[src/rtl/fetch_pkg.sv]
// ---------------------------------------------------------------------------
// fetch_pkg
// Shared definitions for the instruction fetch / sequencing unit:
//   - fetch_state_t : run-control state encoding (IDLE, RUN, HALT)
//   - default field widths for PC, machine code, opcode and LUT index
//   - HALT_CODE     : machine-code word that ends a program (all ones)
//   - BR_TARGETS    : constant branch-target table, absolute PC addresses
// Ports: none (package).
// ---------------------------------------------------------------------------
package fetch_pkg;

   localparam int PC_W_DEF  = 10;
   localparam int IW_DEF    = 9;
   localparam int OPW_DEF   = 3;
   localparam int LUT_W_DEF = 4;

   typedef enum logic [1:0] {
      ST_IDLE = 2'd0,
      ST_RUN  = 2'd1,
      ST_HALT = 2'd2
   } fetch_state_t;

   localparam logic [IW_DEF-1:0] HALT_CODE = '1;

   // Branch targets are absolute addresses. The assembler-side checker reads
   // the same table, so entries must only change together with the assembler.
   localparam logic [PC_W_DEF-1:0] BR_TARGETS [2**LUT_W_DEF] = '{
      10'd0,   10'd16,  10'd40,  10'd64,
      10'd100, 10'd200, 10'd300, 10'd400,
      10'd500, 10'd600, 10'd700, 10'd800,
      10'd900, 10'd1000, 10'd1020, 10'd1023
   };

endpackage

[src/rtl/branch_lut.sv]
// ---------------------------------------------------------------------------
// branch_lut
// Combinational lookup of a branch target address from the low machine-code
// bits. Kept as its own module so the assembler-side checker can instantiate
// exactly the same table.
// Ports:
//   i_idx    in   LUT_W_DEF  branch-target table index
//   o_target out  PC_W_DEF   absolute target address
// ---------------------------------------------------------------------------
module branch_lut
   import fetch_pkg::*;
(
   input  logic [LUT_W_DEF-1:0] i_idx,
   output logic [PC_W_DEF-1:0]  o_target
);

   assign o_target = BR_TARGETS[i_idx];

endmodule

[src/rtl/instr_fetch.sv]
// ---------------------------------------------------------------------------
// instr_fetch
// Instruction fetch and sequencing unit. Owns the program counter, the
// start/done run handshake with the harness and branch redirection. Issues
// one instruction per clock unless stalled.
// Ports:
//   clk          in   1      clock, all state on rising edge
//   reset        in   1      synchronous, active-high
//   start        in   1      run request (acted on in IDLE and HALT only)
//   mach_code    in   IW     ROM data at prog_ctr (combinational read)
//   branch       in   1      decoder Branch for the current instruction
//   taken        in   1      ALU condition flag
//   stall        in   1      freeze request from the datapath
//   prog_ctr     out  PC_W   registered program counter / ROM address
//   instr        out  OPW    opcode field to the decoder
//   typeselect   out  2      type field to the decoder
//   instr_valid  out  1      current instruction executes this cycle
//   done         out  1      registered, high while halted
// ---------------------------------------------------------------------------
module instr_fetch
   import fetch_pkg::*;
#(
   parameter int PC_W  = PC_W_DEF,
   parameter int IW    = IW_DEF,
   parameter int OPW   = OPW_DEF,
   parameter int LUT_W = LUT_W_DEF
) (
   input  logic            clk,
   input  logic            reset,
   input  logic            start,
   input  logic [IW-1:0]   mach_code,
   input  logic            branch,
   input  logic            taken,
   input  logic            stall,
   output logic [PC_W-1:0] prog_ctr,
   output logic [OPW-1:0]  instr,
   output logic [1:0]      typeselect,
   output logic            instr_valid,
   output logic            done
);

   fetch_state_t    r_state;
   logic [PC_W-1:0] r_pc;
   logic            r_done;

   logic            w_is_halt;
   logic            w_take;
   logic [PC_W-1:0] w_target;
   logic [PC_W-1:0] w_pc_inc;

   branch_lut u_branch_lut (
      .i_idx    (mach_code[LUT_W-1:0]),
      .o_target (w_target)
   );

   assign w_is_halt = (mach_code == HALT_CODE);
   // taken is meaningless unless the decoder flags a branch
   assign w_take    = branch && taken;
   // natural PC_W-bit wrap; rolling over from the top address is not a halt
   assign w_pc_inc  = r_pc + 1'b1;

   always_ff @(posedge clk) begin
      if (reset) begin
         r_state <= ST_IDLE;
         r_pc    <= '0;
         r_done  <= 1'b0;
      end else begin
         unique case (r_state)
            ST_IDLE: begin
               r_pc <= '0;
               if (start) begin
                  r_state <= ST_RUN;
               end
            end
            ST_RUN: begin
               // a stall freezes everything, including halt and branch decisions
               if (!stall) begin
                  if (w_is_halt) begin
                     r_state <= ST_HALT;
                     r_done  <= 1'b1;
                  end else if (w_take) begin
                     r_pc <= w_target;
                  end else begin
                     r_pc <= w_pc_inc;
                  end
               end
            end
            ST_HALT: begin
               if (start) begin
                  r_state <= ST_RUN;
                  r_pc    <= '0;
                  r_done  <= 1'b0;
               end
            end
            default: begin
               r_state <= ST_IDLE;
               r_pc    <= '0;
               r_done  <= 1'b0;
            end
         endcase
      end
   end

   assign prog_ctr    = r_pc;
   assign done        = r_done;

   // Field slices are ungated: opcode 000 is a legal store, so downstream
   // writes are qualified by instr_valid rather than by masking the opcode.
   assign instr       = mach_code[IW-1 -: OPW];
   assign typeselect  = mach_code[IW-OPW-1 -: 2];
   assign instr_valid = (r_state == ST_RUN) && !stall && !w_is_halt;

endmodule

[config.mk]
export PLATFORM = sky130hd
export DESIGN_NAME = instr_fetch
export DESIGN_NICKNAME = d
export VERILOG_FILES = /design/src/rtl/fetch_pkg.sv /design/src/rtl/branch_lut.sv /design/src/rtl/instr_fetch.sv
export SDC_FILE = /design/constraint.sdc
export NUM_CORES = 1
export LEC_CHECK = 0
export CORE_MARGIN = 1
export CORE_UTILIZATION = 49
export CTS_BUF_LIST = sky130_fd_sc_hd__clkbuf_4
export DETAILED_ROUTE_END_ITERATION = 8
export PLACE_DENSITY = 0.89
export SETUP_SLACK_MARGIN = 0.1
export SYNTH_ARGS = -nofsm -noshare
export SYNTH_HDL_FRONTEND = slang
export SYNTH_SLANG_ARGS = --single-unit
[constraint.sdc]
create_clock -name clk -period 1.9 [get_ports clk]
set_clock_uncertainty 0.05 [all_clocks]
set_input_delay 0.19 -clock clk [delete_from_list [all_inputs] [get_ports clk]]
set_output_delay 0.19 -clock clk [all_outputs]
set_load 0.1 [all_outputs]
Word-level counts from Yosys, hierarchy flattened

Memory sizes are Yosys's and may differ from the RTL's.
Index checks and enable logic that the tools add are counted.
W data, S select, Z words.

Bitwise logic cells: 2
Muxes and demuxes: 15
Reduce and logical (&&, ||, !) cells: 10
Eq/ne operators: 8
Order comparisons: 1
Add/sub/neg operators: 1

Operators with widths:

| kind                    | count |
|---|---|
| $mux W10                | 6 |
| $pmux W10 S2            | 1 |
| $add A10 B1 Y10 const B | 1 |
| $eq A9 B9 Y1 const B    | 1 |
| $ne A2 B2 Y1 const B    | 4 |
| $mux W2                 | 3 |
| $reduce_and A3 Y1       | 2 |
| $ge A5 B5 Y1 const B    | 1 |
| $not A4 Y5              | 1 |
| $pmux W2 S2             | 1 |
| $reduce_and A4 Y1       | 1 |
| $logic_and A1 B1 Y1     | 3 |
| $mux W1                 | 3 |
| $pmux W1 S3             | 1 |
| $eq A2 B1 Y1 const B    | 1 |
| $eq A2 B2 Y1 const B    | 1 |
| $logic_not A1 Y1        | 2 |
| $logic_not A2 Y1        | 1 |
| $ne A2 B1 Y1 const B    | 1 |
| $reduce_or A2 Y1        | 1 |
| $not A1 Y1              | 1 |

ROM bits: 160
Logic and storage cells: 41
Output and inout bits: 17
Input bits: 15
Register bits after elaboration: 13
Memories kept: 1

Memories:

| name            | words | bits a word | read ports | clocked after Yosys merged registers in | write ports | line             | RTL |
|---|---|---|---|---|---|---|---|
| (no name shown) | 16    | 10          | 1          | 0                                       | 0           | branch_lut.sv:17 | `assign o_target = BR_TARGETS[i_idx];` |

Longest topological paths before layout

Gate-level depths: netlist of run 1.

Depth after elaboration: 8
Mapped depth: 7
Depth with buffers taken out: 7

Modules after synthesis

From an unflattened synthesis of run 1, not the netlist that was laid out.

Cell total of the unflattened synthesis: 148
Area, all modules: 1168.6 um2

Modules (own cells, without submodules):

| module      | instances | area each (um2) | sequential area each (um2) | cells each |
|---|---|---|---|---|
| instr_fetch | 1         | 917.1           | 260.2                      | 112 |
| branch_lut  | 1         | 251.5           | 0.0                        | 36 |

Least setup slack after synthesis of run 1

Ideal clock, no wire load.

Kind: register to register
From: register r_pc[0], in the netlist prog_ctr[0]
To: register r_pc[8], in the netlist prog_ctr[8]
Stages on the path, launching flop included: 7
Data arrival time: 2.078 ns
Buffers on the path: 0
Setup slack: -0.350 ns
Clock period less this slack: 2.250 ns
Required time: 1.728 ns
Library setup time: 0.122 ns
Path through: dfxtp_1 ha_1 nand3_1 nor2_1 and3_1 a2bb2oi_1 o21ai_1

Word-level cells in the longest chain between the ends: 5

Ends and longest elaborated chain:

| element                | line              | RTL |
|---|---|---|
| from (decl)            | instr_fetch.sv:43 | `logic [PC_W-1:0] r_pc;` |
| from (signal assigned) | instr_fetch.sv:82 | `r_pc <= w_target;` |
| from (signal assigned) | instr_fetch.sv:84 | `r_pc <= w_pc_inc;` |
| $add A10 B1 Y10        | instr_fetch.sv:60 | `assign w_pc_inc = r_pc + 1'b1;` |
| $mux W10               | instr_fetch.sv:81 | `end else if (w_take) begin` |
| $mux W10               | instr_fetch.sv:78 | `if (w_is_halt) begin` |
| $mux W10               | instr_fetch.sv:77 | `if (!stall) begin` |
| $pmux W10 S2           | instr_fetch.sv:68 | `unique case (r_state)` |

No other way between the ends. The select of a mux whose other input is x is not followed.
A chain may end at the register's enable or synchronous reset.

Final worst setup path of run 1

From: input port mach_code[5]
To: output port instr_valid

Word-level cells in the longest chain between the ends: 3

Ends and longest elaborated chain:

| element             | line               | RTL |
|---|---|---|
| from (decl)         | instr_fetch.sv:31  | `input logic [IW-1:0] mach_code,` |
| $eq A9 B9 Y1        | instr_fetch.sv:56  | `assign w_is_halt = (mach_code == HALT_CODE);` |
| $logic_not A1 Y1    | instr_fetch.sv:111 | `assign instr_valid = (r_state == ST_RUN) && !stall && !w_is_halt;` |
| $logic_and A1 B1 Y1 | instr_fetch.sv:111 |  |
| to (decl)           | instr_fetch.sv:38  | `output logic instr_valid,` |

No other way between the ends.

==> impl_metrics.json, run 1 <==
{
  "status": "complete, no violations",
  "syn_nets": 165,
  "grt_overflow": 0,
  "grt.busiest_layer": "met2",
  "htreeDepth": 1,
  "drt_drc_violations_left": 0,
  "seqCellArea_sq_um": 270.3,
  "wl_per_cell_um": 17.08,
  "finalWirelength_mm": 3.843,
  "start_util_pct": 51.75,
  "seq_area_frac_synth_pct": 22.73,
  "groute.usage.overall_pct": 30.38,
  "gp_congestion": 0.8607,
  "io_pins": 32,
  "use_met3_pct": 8.182,
  "synth_top_area_cell": "dfxtp_1",
  "switching_share_pct": 37.61,
  "multi_input_area_sq_um": 803.3,
  "nets": 220,
  "crit_required_ps": 1660,
  "leakagePower_nw": 0.7371,
  "place_inst": 218,
  "fmax_ghz": 0.5623,
  "met1_usage_pct": 33.21,
  "peakVddDrop_v": 0.0004502,
  "synth_ff_type": "dfxtp_1",
  "cts-root-buf": "clkbuf_4",
  "path_delay_family": "buffers and inverters",
  "synth_cell_types": 47,
  "stdcell_count": 225,
  "diodes": 0,
  "syn_inst": 143,
  "tns_ps": 0,
  "pwr-share-seq_pct": 34.9,
  "relSlewSlack_pct": 66.32,
  "ys_ff_latch": 13,
  "tritoncts.num_buffers": 3,
  "viasPerCell": 6.129,
  "rows": 17,
  "syn-cell-area_sq_mm": 0.001145,
  "via_count": 1379,
  "yosys-top-cells-area": "dfxtp_1, ha_1, nand2_1",
  "clkSinkCount": 13,
  "clkPwrFrac_pct": 23.4,
  "cts_tree": "done",
  "grt_pass1_wl_mm": 5.851,
  "setup_violations": 0,
  "crit_path_end_kind": "output port",
  "min_path_type": "reg -> reg",
  "comb_power_share_pct": 41.7,
  "ys_warn_count": 0,
  "antenna_found_initial": 0,
  "worstMarginPinSlew_ps": 505.1,
  "grt_max_degree": 15,
  "grt_pass1_vias": 1320,
  "core_area_sq_mm": 0.002212,
  "final_util_pct": 78.22,
  "drtIter0Drc": 78,
  "fin_crit_sh_pct": 93.61,
  "clock_path_buffers": 2,
  "dp.final_hpwl_mm": 2.636,
  "rsz0062_at_grt": "no",
  "period_needed_ps": 1779,
  "synth_top_area_share_pct": 22.73,
  "crit_buf_inv": 3,
  "layout_common_cells": "buf_4, nand2_1, a21oi_1",
  "p_per_area_mw_per_mm2": 482.1,
  "critPathKind": "in -> out",
  "postLayoutCellArea_sq_mm": 0.001730,
  "hold_viol": 0,
  "io_buffers": 31,
  "die-area_sq_mm": 0.002534,
  "die_y_um": 50.34,
  "cpPeakStageDelay_ps": 520,
  "layout-drive-gt1-share_pct": 37.06,
  "critPathLaunchType": "input pin",
  "cp_slowest_cell": "clkdlybuf4s50_1",
  "maxSlewViolCount": 0,
  "clkLatencyLatePin_ps": 290,
  "die_width_um": 50.34,
  "power_switching_uw": 313.8,
  "avgSynthCellArea_sq_um": 8.006,
  "synth-async-reset-ratio_pct": 0,
  "use_met2_pct": 52.00,
  "ant_nets": 0,
  "worstPathArrival_ps": 1540,
  "final_common_cell": "buf_4",
  "cell_internal_pwr_uw": 520.5,
  "crit_path_max_fanout": 4,
  "crit_chain": "clkdlybuf4s50_1 -> nand3_1 -> o31ai_4 -> inv_1 -> buf_12",
  "first_pass_iters": 4,
  "flow.area_growth_from_synthesis_pct": 51.15,
  "synth-edff-count": 0,
  "maxCapViolCount": 0,
  "path_clk_slew_ps": 80,
  "fill_cells": 154,
  "postPlaceCellArea_sq_mm": 0.001659
}
## cell families (layout without fill, tap and decap cells)
kind of cell	after synthesis	in the layout	share of synthesized area [%]
simple gates	52	52	24.26
compound gates	46	46	29.18
buf+inv	19	73	8.852
flops	13	13	22.73
fa+ha+maj	7	7	7.650
mux	5	5	6.557
xor+xnor	1	1	0.7652
## per-layer routing
layer / vias up / share of wire (%)
li1: 633 / -
met1: 645 / 37
met2: 80 / 51
met3: 21 / 7.9
met4: 0 / 4.1
met5: - / 0
## Yosys cell counts, types with 2 or more instances
| cell type | n |
|---|---|
| mux4_2 | 2 |
| ha_1 | 7 |
| buf_2 | 3 |
| nor2_1 | 6 |
| o21ai_0 | 8 |
| mux2i_1 | 3 |
| and2_1 | 3 |
| a22o_1 | 5 |
| nand2_1 | 18 |
| a21oi_1 | 13 |
| nand3_1 | 7 |
| nor3_1 | 2 |
| nand2b_1 | 2 |
| a211oi_1 | 4 |
| nor2b_1 | 2 |
| inv_1 | 9 |
| dfxtp_1 | 13 |
| buf_4 | 5 |
| and3_1 | 3 |
## state kept, by name, indices dropped and copies added, names as in the netlist
| signal | flops |
|---|---|
| done | 1 |
| prog_ctr | 10 |
| r_state | 2 |
## what timing repair did
action / 4_1_cts / 5_1_grt
hold endpoints to repair: 0 / 0
setup endpoints to repair: 5 / 5
pin swaps: 3 / 0
setup buffers: 1 / 2
hold buffers: 0 / 0
resized for setup: 6 / 2
cloned: 0 / 0
## layout make-up
class / count / area share [%]
clock buffers: 4 / 1.735
inverters: 9 / 1.952
multi-input cells: 111 / 46.42
flip-flops and latches: 13 / 15.62
well taps: 28 / 2.025
repair buffers: 60 / 32.25
## power groups by stage
stage	sequential [mW]	combinational (mW)	clock, mW
after CTS	0.290	0.332	0.196
after global placement	0.295	0.318	0
after global routing	0.292	0.364	0.209
after floorplan	0.330	0.161	0
after detailed placement	0.296	0.327	0
final	0.291	0.348	0.196
## final timing paths
kind	slack [ps]	endpoint	depth (start not counted)	start
setup / recovery	120	instr_valid	5	mach_code[5]
hold / removal	410	done	2	done
setup reg to reg	120	prog_ctr[8]	6	prog_ctr[0]
hold reg to reg	410	done	2	done
## stage by stage
step	power (mW)	worst slack, ps	hold slack [ps]
floorplan	0.4911	47.44	288.9
global placement	0.6125	-193.9	396.7
detailed placement	0.6229	-333.9	402.0
CTS	0.8179	155.5	413.9
global route	0.8656	88.01	473.9
finish	0.8343	121.5	414.2
## worst reg2reg max path, stage by stage, from the launching register on
cell and delay (ps):
dfxtp_2 390, ha_1 240, nand3_1 210, nor2_1 250, and3_1 230, a2bb2oi_1 210, o21ai_1 70
No activity file was read; power rests on OpenSTA's default activity.
==> inputs of run 2 (changes only) <==
--- a/config.mk
+++ b/config.mk
@@ -9,6 +9,7 @@
 export CORE_UTILIZATION = 49
 export CTS_BUF_LIST = sky130_fd_sc_hd__clkbuf_4
 export DETAILED_ROUTE_END_ITERATION = 8
+export HOLD_SLACK_MARGIN = 0.03
 export PLACE_DENSITY = 0.89
 export SETUP_SLACK_MARGIN = 0.1
 export SYNTH_ARGS = -nofsm -noshare
==> results of run 2 <==
The final DEF is identical to that of run 1; final timing and power are the same.
==> inputs of run 3 (changes only) <==
--- a/config.mk
+++ b/config.mk
@@ -12,6 +12,7 @@
 export HOLD_SLACK_MARGIN = 0.03
 export PLACE_DENSITY = 0.89
 export SETUP_SLACK_MARGIN = 0.1
+export SLEW_MARGIN = 20
 export SYNTH_ARGS = -nofsm -noshare
 export SYNTH_HDL_FRONTEND = slang
 export SYNTH_SLANG_ARGS = --single-unit
==> results of run 3 <==
The final DEF is identical to that of run 1; final timing and power are the same.
